**src/rtl/maint_if.sv**
```systemverilog
// rtl/maint_if.sv - maintenance instruction port between refresh scheduler and receiver
interface maint_if;
  logic        maint_en;
  logic        maint_ack;
  logic [31:0] maint_instr;

  modport master (output maint_en, output maint_instr, input maint_ack);
  modport slave  (input maint_en, input maint_instr, output maint_ack);
endinterface

```
**src/rtl/maint_refresh_scheduler.sv**
```systemverilog
// rtl/maint_refresh_scheduler.sv - tREFI timer, pending-refresh accounting and maintenance sequence FSM
module maint_refresh_scheduler #(
  parameter int          MAX_PENDING = 8,
  parameter int          THRESH      = 1,
  parameter logic [3:0]  END_ISEQ    = 4'hF,
  parameter logic [31:0] INSTR_PRE   = 32'h0,
  parameter logic [31:0] INSTR_WRP   = 32'h0,
  parameter logic [31:0] INSTR_REF   = 32'h0,
  parameter logic [31:0] INSTR_WRFC  = 32'h0,
  parameter logic [31:0] INSTR_END   = {END_ISEQ, 28'h0}
) (
  input  logic        clk,
  input  logic        rst_n,
  input  logic        enable,
  input  logic [15:0] trefi,
  maint_if.master     maint,
  output logic        busy,
  output logic [3:0]  pending,
  output logic        overflow
);

  typedef enum logic [2:0] {S_IDLE, S_PRE, S_WRP, S_REF, S_WRFC, S_END} state_t;

  localparam logic [4:0] MAX5   = 5'(MAX_PENDING);
  localparam logic [3:0] THRESH4 = 4'(THRESH);

  state_t      state;
  logic [15:0] timer;
  logic [3:0]  n_lat;
  logic [3:0]  ref_cnt;
  logic        tick;
  logic        accept;
  logic [3:0]  dec;
  logic [4:0]  pend_sum;

  assign tick     = enable && (trefi != 16'd0) && (timer >= trefi - 16'd1);
  assign accept   = maint.maint_en && maint.maint_ack;
  assign dec      = (state == S_END && accept) ? n_lat : 4'd0;
  // pending >= n_lat always holds, so the difference never wraps
  assign pend_sum = {1'b0, pending} + {4'd0, tick} - {1'b0, dec};

  always_ff @(posedge clk or negedge rst_n) begin
    if (!rst_n) begin
      timer <= 16'd0;
    end else if (!enable) begin
      timer <= 16'd0;
    end else if (trefi != 16'd0) begin
      timer <= tick ? 16'd0 : timer + 16'd1;
    end
  end

  always_ff @(posedge clk or negedge rst_n) begin
    if (!rst_n) begin
      pending  <= 4'd0;
      overflow <= 1'b0;
    end else begin
      pending <= (pend_sum > MAX5) ? MAX5[3:0] : pend_sum[3:0];
      if (tick && ({1'b0, pending} == MAX5) && (dec == 4'd0))
        overflow <= 1'b1;
    end
  end

  always_ff @(posedge clk or negedge rst_n) begin
    if (!rst_n) begin
      state             <= S_IDLE;
      maint.maint_en    <= 1'b0;
      maint.maint_instr <= 32'h0;
      busy              <= 1'b0;
      n_lat             <= 4'd0;
      ref_cnt           <= 4'd0;
    end else begin
      case (state)
        S_IDLE: begin
          if (pending >= THRESH4) begin
            state             <= S_PRE;
            maint.maint_en    <= 1'b1;
            maint.maint_instr <= INSTR_PRE;
            n_lat             <= pending;
            busy              <= 1'b1;
          end
        end
        S_PRE: begin
          // Until PRE is taken the receiver has not started, so the count can still grow
          n_lat <= pending;
          if (accept) begin
            state             <= S_WRP;
            maint.maint_instr <= INSTR_WRP;
          end
        end
        S_WRP: begin
          if (accept) begin
            state             <= S_REF;
            ref_cnt           <= 4'd0;
            maint.maint_instr <= INSTR_REF;
          end
        end
        S_REF: begin
          if (accept) begin
            state             <= S_WRFC;
            maint.maint_instr <= INSTR_WRFC;
          end
        end
        S_WRFC: begin
          if (accept) begin
            if (ref_cnt + 4'd1 == n_lat) begin
              state             <= S_END;
              maint.maint_instr <= INSTR_END;
            end else begin
              state             <= S_REF;
              ref_cnt           <= ref_cnt + 4'd1;
              maint.maint_instr <= INSTR_REF;
            end
          end
        end
        S_END: begin
          if (accept) begin
            state          <= S_IDLE;
            maint.maint_en <= 1'b0;
            busy           <= 1'b0;
          end
        end
        default: begin
          state          <= S_IDLE;
          maint.maint_en <= 1'b0;
          busy           <= 1'b0;
        end
      endcase
    end
  end

endmodule

```
**src/flat_wrapper.sv**
```systemverilog
// flat-port wrapper written by rule: the top's interface ports become plain ports
module maint_refresh_scheduler_flat 
#(
  parameter int          MAX_PENDING = 8,
  parameter int          THRESH      = 1,
  parameter logic [3:0]  END_ISEQ    = 4'hF,
  parameter logic [31:0] INSTR_PRE   = 32'h0,
  parameter logic [31:0] INSTR_WRP   = 32'h0,
  parameter logic [31:0] INSTR_REF   = 32'h0,
  parameter logic [31:0] INSTR_WRFC  = 32'h0,
  parameter logic [31:0] INSTR_END   = {END_ISEQ, 28'h0}
)
  (clk, rst_n, enable, trefi, busy, pending, overflow, maint_maint_en, maint_maint_instr, maint_maint_ack);
  maint_if maint_i ();
  input  logic clk;
  input  logic rst_n;
  input  logic enable;
  input  logic [15:0] trefi;
  output logic busy;
  output logic [3:0] pending;
  output logic overflow;
  output wire logic [$bits(maint_i.maint_en)-1:0] maint_maint_en;
  output wire logic [$bits(maint_i.maint_instr)-1:0] maint_maint_instr;
  input wire logic [$bits(maint_i.maint_ack)-1:0] maint_maint_ack;
  assign maint_maint_en = maint_i.maint_en;
  assign maint_maint_instr = maint_i.maint_instr;
  assign maint_i.maint_ack = maint_maint_ack;
  maint_refresh_scheduler #(.MAX_PENDING(MAX_PENDING), .THRESH(THRESH), .END_ISEQ(END_ISEQ), .INSTR_PRE(INSTR_PRE), .INSTR_WRP(INSTR_WRP), .INSTR_REF(INSTR_REF), .INSTR_WRFC(INSTR_WRFC), .INSTR_END(INSTR_END)) u_core (.clk(clk), .rst_n(rst_n), .enable(enable), .trefi(trefi), .maint(maint_i), .busy(busy), .pending(pending), .overflow(overflow));
endmodule
```
**config.mk**
```make
export PLATFORM = sky130hd
export DESIGN_NAME = maint_refresh_scheduler_flat
export DESIGN_NICKNAME = d
export VERILOG_FILES = /design/src/rtl/maint_if.sv /design/src/rtl/maint_refresh_scheduler.sv /design/src/flat_wrapper.sv
export SDC_FILE = /design/constraint.sdc
export NUM_CORES = 1
export LEC_CHECK = 0
export ABC_AREA = 1
export BUFFER_PORTS_ARGS = -buffer_cell sky130_fd_sc_hd__buf_2
export CELL_PAD_IN_SITES_DETAIL_PLACEMENT = 0
export CELL_PAD_IN_SITES_GLOBAL_PLACEMENT = 1
export CORE_MARGIN = 2
export CORE_UTILIZATION = 41
export DETAILED_ROUTE_END_ITERATION = 8
export GPL_TIMING_DRIVEN = 1
export PLACE_DENSITY = 0.9
export SYNTH_ARGS = -nofsm -noshare
export SYNTH_HDL_FRONTEND = slang
export SYNTH_SLANG_ARGS = --single-unit
```
**constraint.sdc**
```tcl
create_clock -name clk -period 3.8 [get_ports clk]
set_clock_uncertainty 0.1 [all_clocks]
set_input_delay 0.76 -clock clk [delete_from_list [all_inputs] [get_ports clk]]
set_output_delay 0.76 -clock clk [all_outputs]
set_load 0.01 [all_outputs]
```
==> impl_metrics.tcl <==
set metrics [dict create \
    slew_headroom 0.4856 \
    drv_cap 0 \
    clk_latency_ns 0.29 \
    hp-start "u_core.overflow" \
    via_per_inst 4.512 \
    initial_core_util 0.4208 \
    holdPathStages 2 \
    via_count 2644 \
    setup_violations 0 \
    hold_end "u_core.overflow" \
    holdWs_ns 0.3869 \
    end_kind "flip-flop" \
    r2r_slack_ns 0.87 \
    finalSetupTns_ns 0 \
    dr.pass1.iters 4 \
    path_class "in2reg" \
    seq_area_frac_synth 0.2644 \
    synthMuxAreaShare 0.004666 \
    gp_congestion 0.8358 \
    grt_pass1_wl_um 10660 \
    syn_area_per_cell_um2 7.554 \
    first_global_vias 2473 \
    r2r_end "u_core.pending[0]" \
    yosys_register_bits 34 \
    dpl-instance-area_mm2 0.003522 \
    yosysWarnings 0 \
    syn_area_mm2 0.003218 \
    syn_inst 426 \
    ant_nets 0 \
    dp.cells 572 \
    reg2reg_depth 19 \
    drt-initial-drc-count 91 \
    antenna_cells 0 \
    num-fill-cells 768 \
    wl_um 6230 \
    p_leak_uw 0.001870 \
    fmax_ghz 0.2674 \
    final_common_cell "nand2_1" \
    layout_common_cells "nand2_1, inv_1, nor2_1, dfrtp_1, conb_1" \
    synth_top_cell_area_share 0.2644 \
    area_growth_syn_to_layout_pct 17.03 \
    required_ns 3.89 \
    rows 32 \
    timing.final.crit_period_ns 3.740 \
    cts_tree "yes" \
    numPortBuffers 30 \
    fin_nets 531 \
    drv_slew 0 \
    hold_path_class "reg2reg" \
    critPathMaxFanout 3 \
    htree_levels 2 \
    root_buffer "clkbuf_8" \
    finalCritPeriodShare 0.9841 \
    worst_setup_path_start_kind "input pin" \
    numClockSinks 34 \
    synth_fa_ha_area_frac 0.1112 \
    rsz0062_at_grt "yes" \
    drive_gt1_frac 0.2541 \
    yosysTopAreaCell "dfrtp_1" \
    critPathArrivalTime_ns 3.82 \
    powerDensity_mw_per_mm2 332.9 \
    synth_xor_area_frac 0.08981 \
    clkTransAtPathRegs_ns 0.07 \
    drc 0 \
    synth_top_family_by_area "simple AND/OR/NAND/NOR gates" \
    grt_usage 0.1509 \
    hold_viol 0 \
    numCtsBuffers 5 \
    synth-simple-area-share 0.2679 \
    die_area_mm2 0.008574 \
    reg2reg_from "u_core.timer[6]" \
    stdcell_area_mm2 0.003766 \
    wire_per_inst_um 10.63 \
    antenna_found_initial 0 \
    synthTopCellsByArea "dfrtp_1, ha_1, nand2_1, buf_4, inv_1" \
    grt_max_degree 35 \
    die_h_um 92.60 \
    clockBufferDepth 2 \
    fp.coreArea_mm2 0.007647 \
    critPathLaunch "trefi[2]" \
    ys_types 36 \
    ioPinCount 59 \
    dp_hpwl_um 4934 \
    synth-compound-area-share 0.1077 \
    worstMarginPinSlew_ns 0.7717 \
    vdd_drop_max_mv 0.1674 \
    status "finished clean" \
    finalNonFillerCells 586 \
    die_x_um 92.60 \
    hold_buffers 0 \
    gr-total-overflow 0 \
]
[state kept, by name (all words and copies together) (netlist names)]
name,flops
u_core.timer,16
u_core.maint.maint_instr,1
u_core.n_lat,4
u_core.overflow,1
u_core.pending,4
u_core.ref_cnt,4
u_core.state,3
u_core.maint.maint_en,1
[final cells by class]
cell class,instances,area (um^2),share of cell area
clock buffer,7,86.33,0.02292
clock inverter,1,5.005,0.001329
inverter,63,241.5,0.06412
multi-input combinational,322,2079,0.5522
sequential,34,850.8,0.2259
tap,102,127.6,0.03389
timing repair buffer,57,375.4,0.09967
[metal layers]
layer  track usage  routed length [um]
met3       0.02197                 189
met4       0.04104                  78
met2        0.2719                3079
met1        0.1872                2883
met5             0                   0
[where the power goes]
part / total (uW) / internal (uW) / switching [uW]
sequential: 459 / 409 / 50.4
clock: 279 / 146 / 133
combinational: 516 / 191 / 325
[cell usage after synthesis, drive strengths merged]
cell type	number
ha	27
o21ai	16
nand3	21
a21boi	1
conb	1
nand3b	1
nor2	58
o31ai	2
xor2	20
dfrtp	34
fa	1
o21bai	16
inv	63
buf	34
xnor2	13
a21o	1
a31oi	2
a21oi	11
nand2	88
nand4	4
nor3	11
mux2	1
[metrics by stage]
stage	setup slack (ns)	total power [uW]	utilization
2_1_floorplan	0.04612	874.5	-
3_3_place_gp	-0.1552	950.7	0.4606
3_5_place_dp	-0.3337	968.8	0.4606
4_1_cts	0.01835	1251	0.4738
5_1_grt	-0.2322	1362	0.4925
6_report	0.06035	1254	0.4925
[critical path: stages]
cell,delay [ns]
buf_6,0.10
buf_6,0.11
nor2_4,0.10
nand2_4,0.07
nor2_4,0.11
nand2_2,0.07
nor2_4,0.13
nand3_2,0.07
xor2_1,0.15
inv_1,0.09
ha_4,0.28
nand2_4,0.06
nor3_4,0.21
nand2_2,0.08
nand3_2,0.08
nand2_1,0.05
inv_1,0.05
ha_2,0.17
inv_2,0.04
fa_2,0.41
o21ai_2,0.14
a21oi_2,0.07
xor2_1,0.18
inv_1,0.09
nand2_1,0.08
nor2_1,0.05
[how the worst max path moves through the flow]
stage	end	cells after the start	slack [ns]
floorplan	u_core.pending[1]	23	0.05
global placement	u_core.pending[2]	26	-0.16
detailed placement	u_core.pending[2]	26	-0.33
finish	u_core.pending[0]	26	0.06
CTS	u_core.pending[2]	26	0.02
global route	u_core.pending[0]	26	-0.23
[cell families (layout without fill, tap and decap cells)]
kind of cell | count (synthesis) | after routing
adders and majority gates | 28 | 28
buffers and inverters | 97 | 128
and+or+nand+nor | 183 | 183
AOI/OAI and AO/OA | 49 | 49
DFF | 34 | 34
muxes | 1 | 1
xor gates and xnor gates | 33 | 33
other | 1 | 28
[timing repair]
action	4_1_cts	5_1_grt
endpoints found under the hold margin	0	0
setup endpoints to repair	2	4
pin swaps	0	19
gates resized for setup	1	27
buffers inserted	1	5
Power figures use the tool's default switching activity.
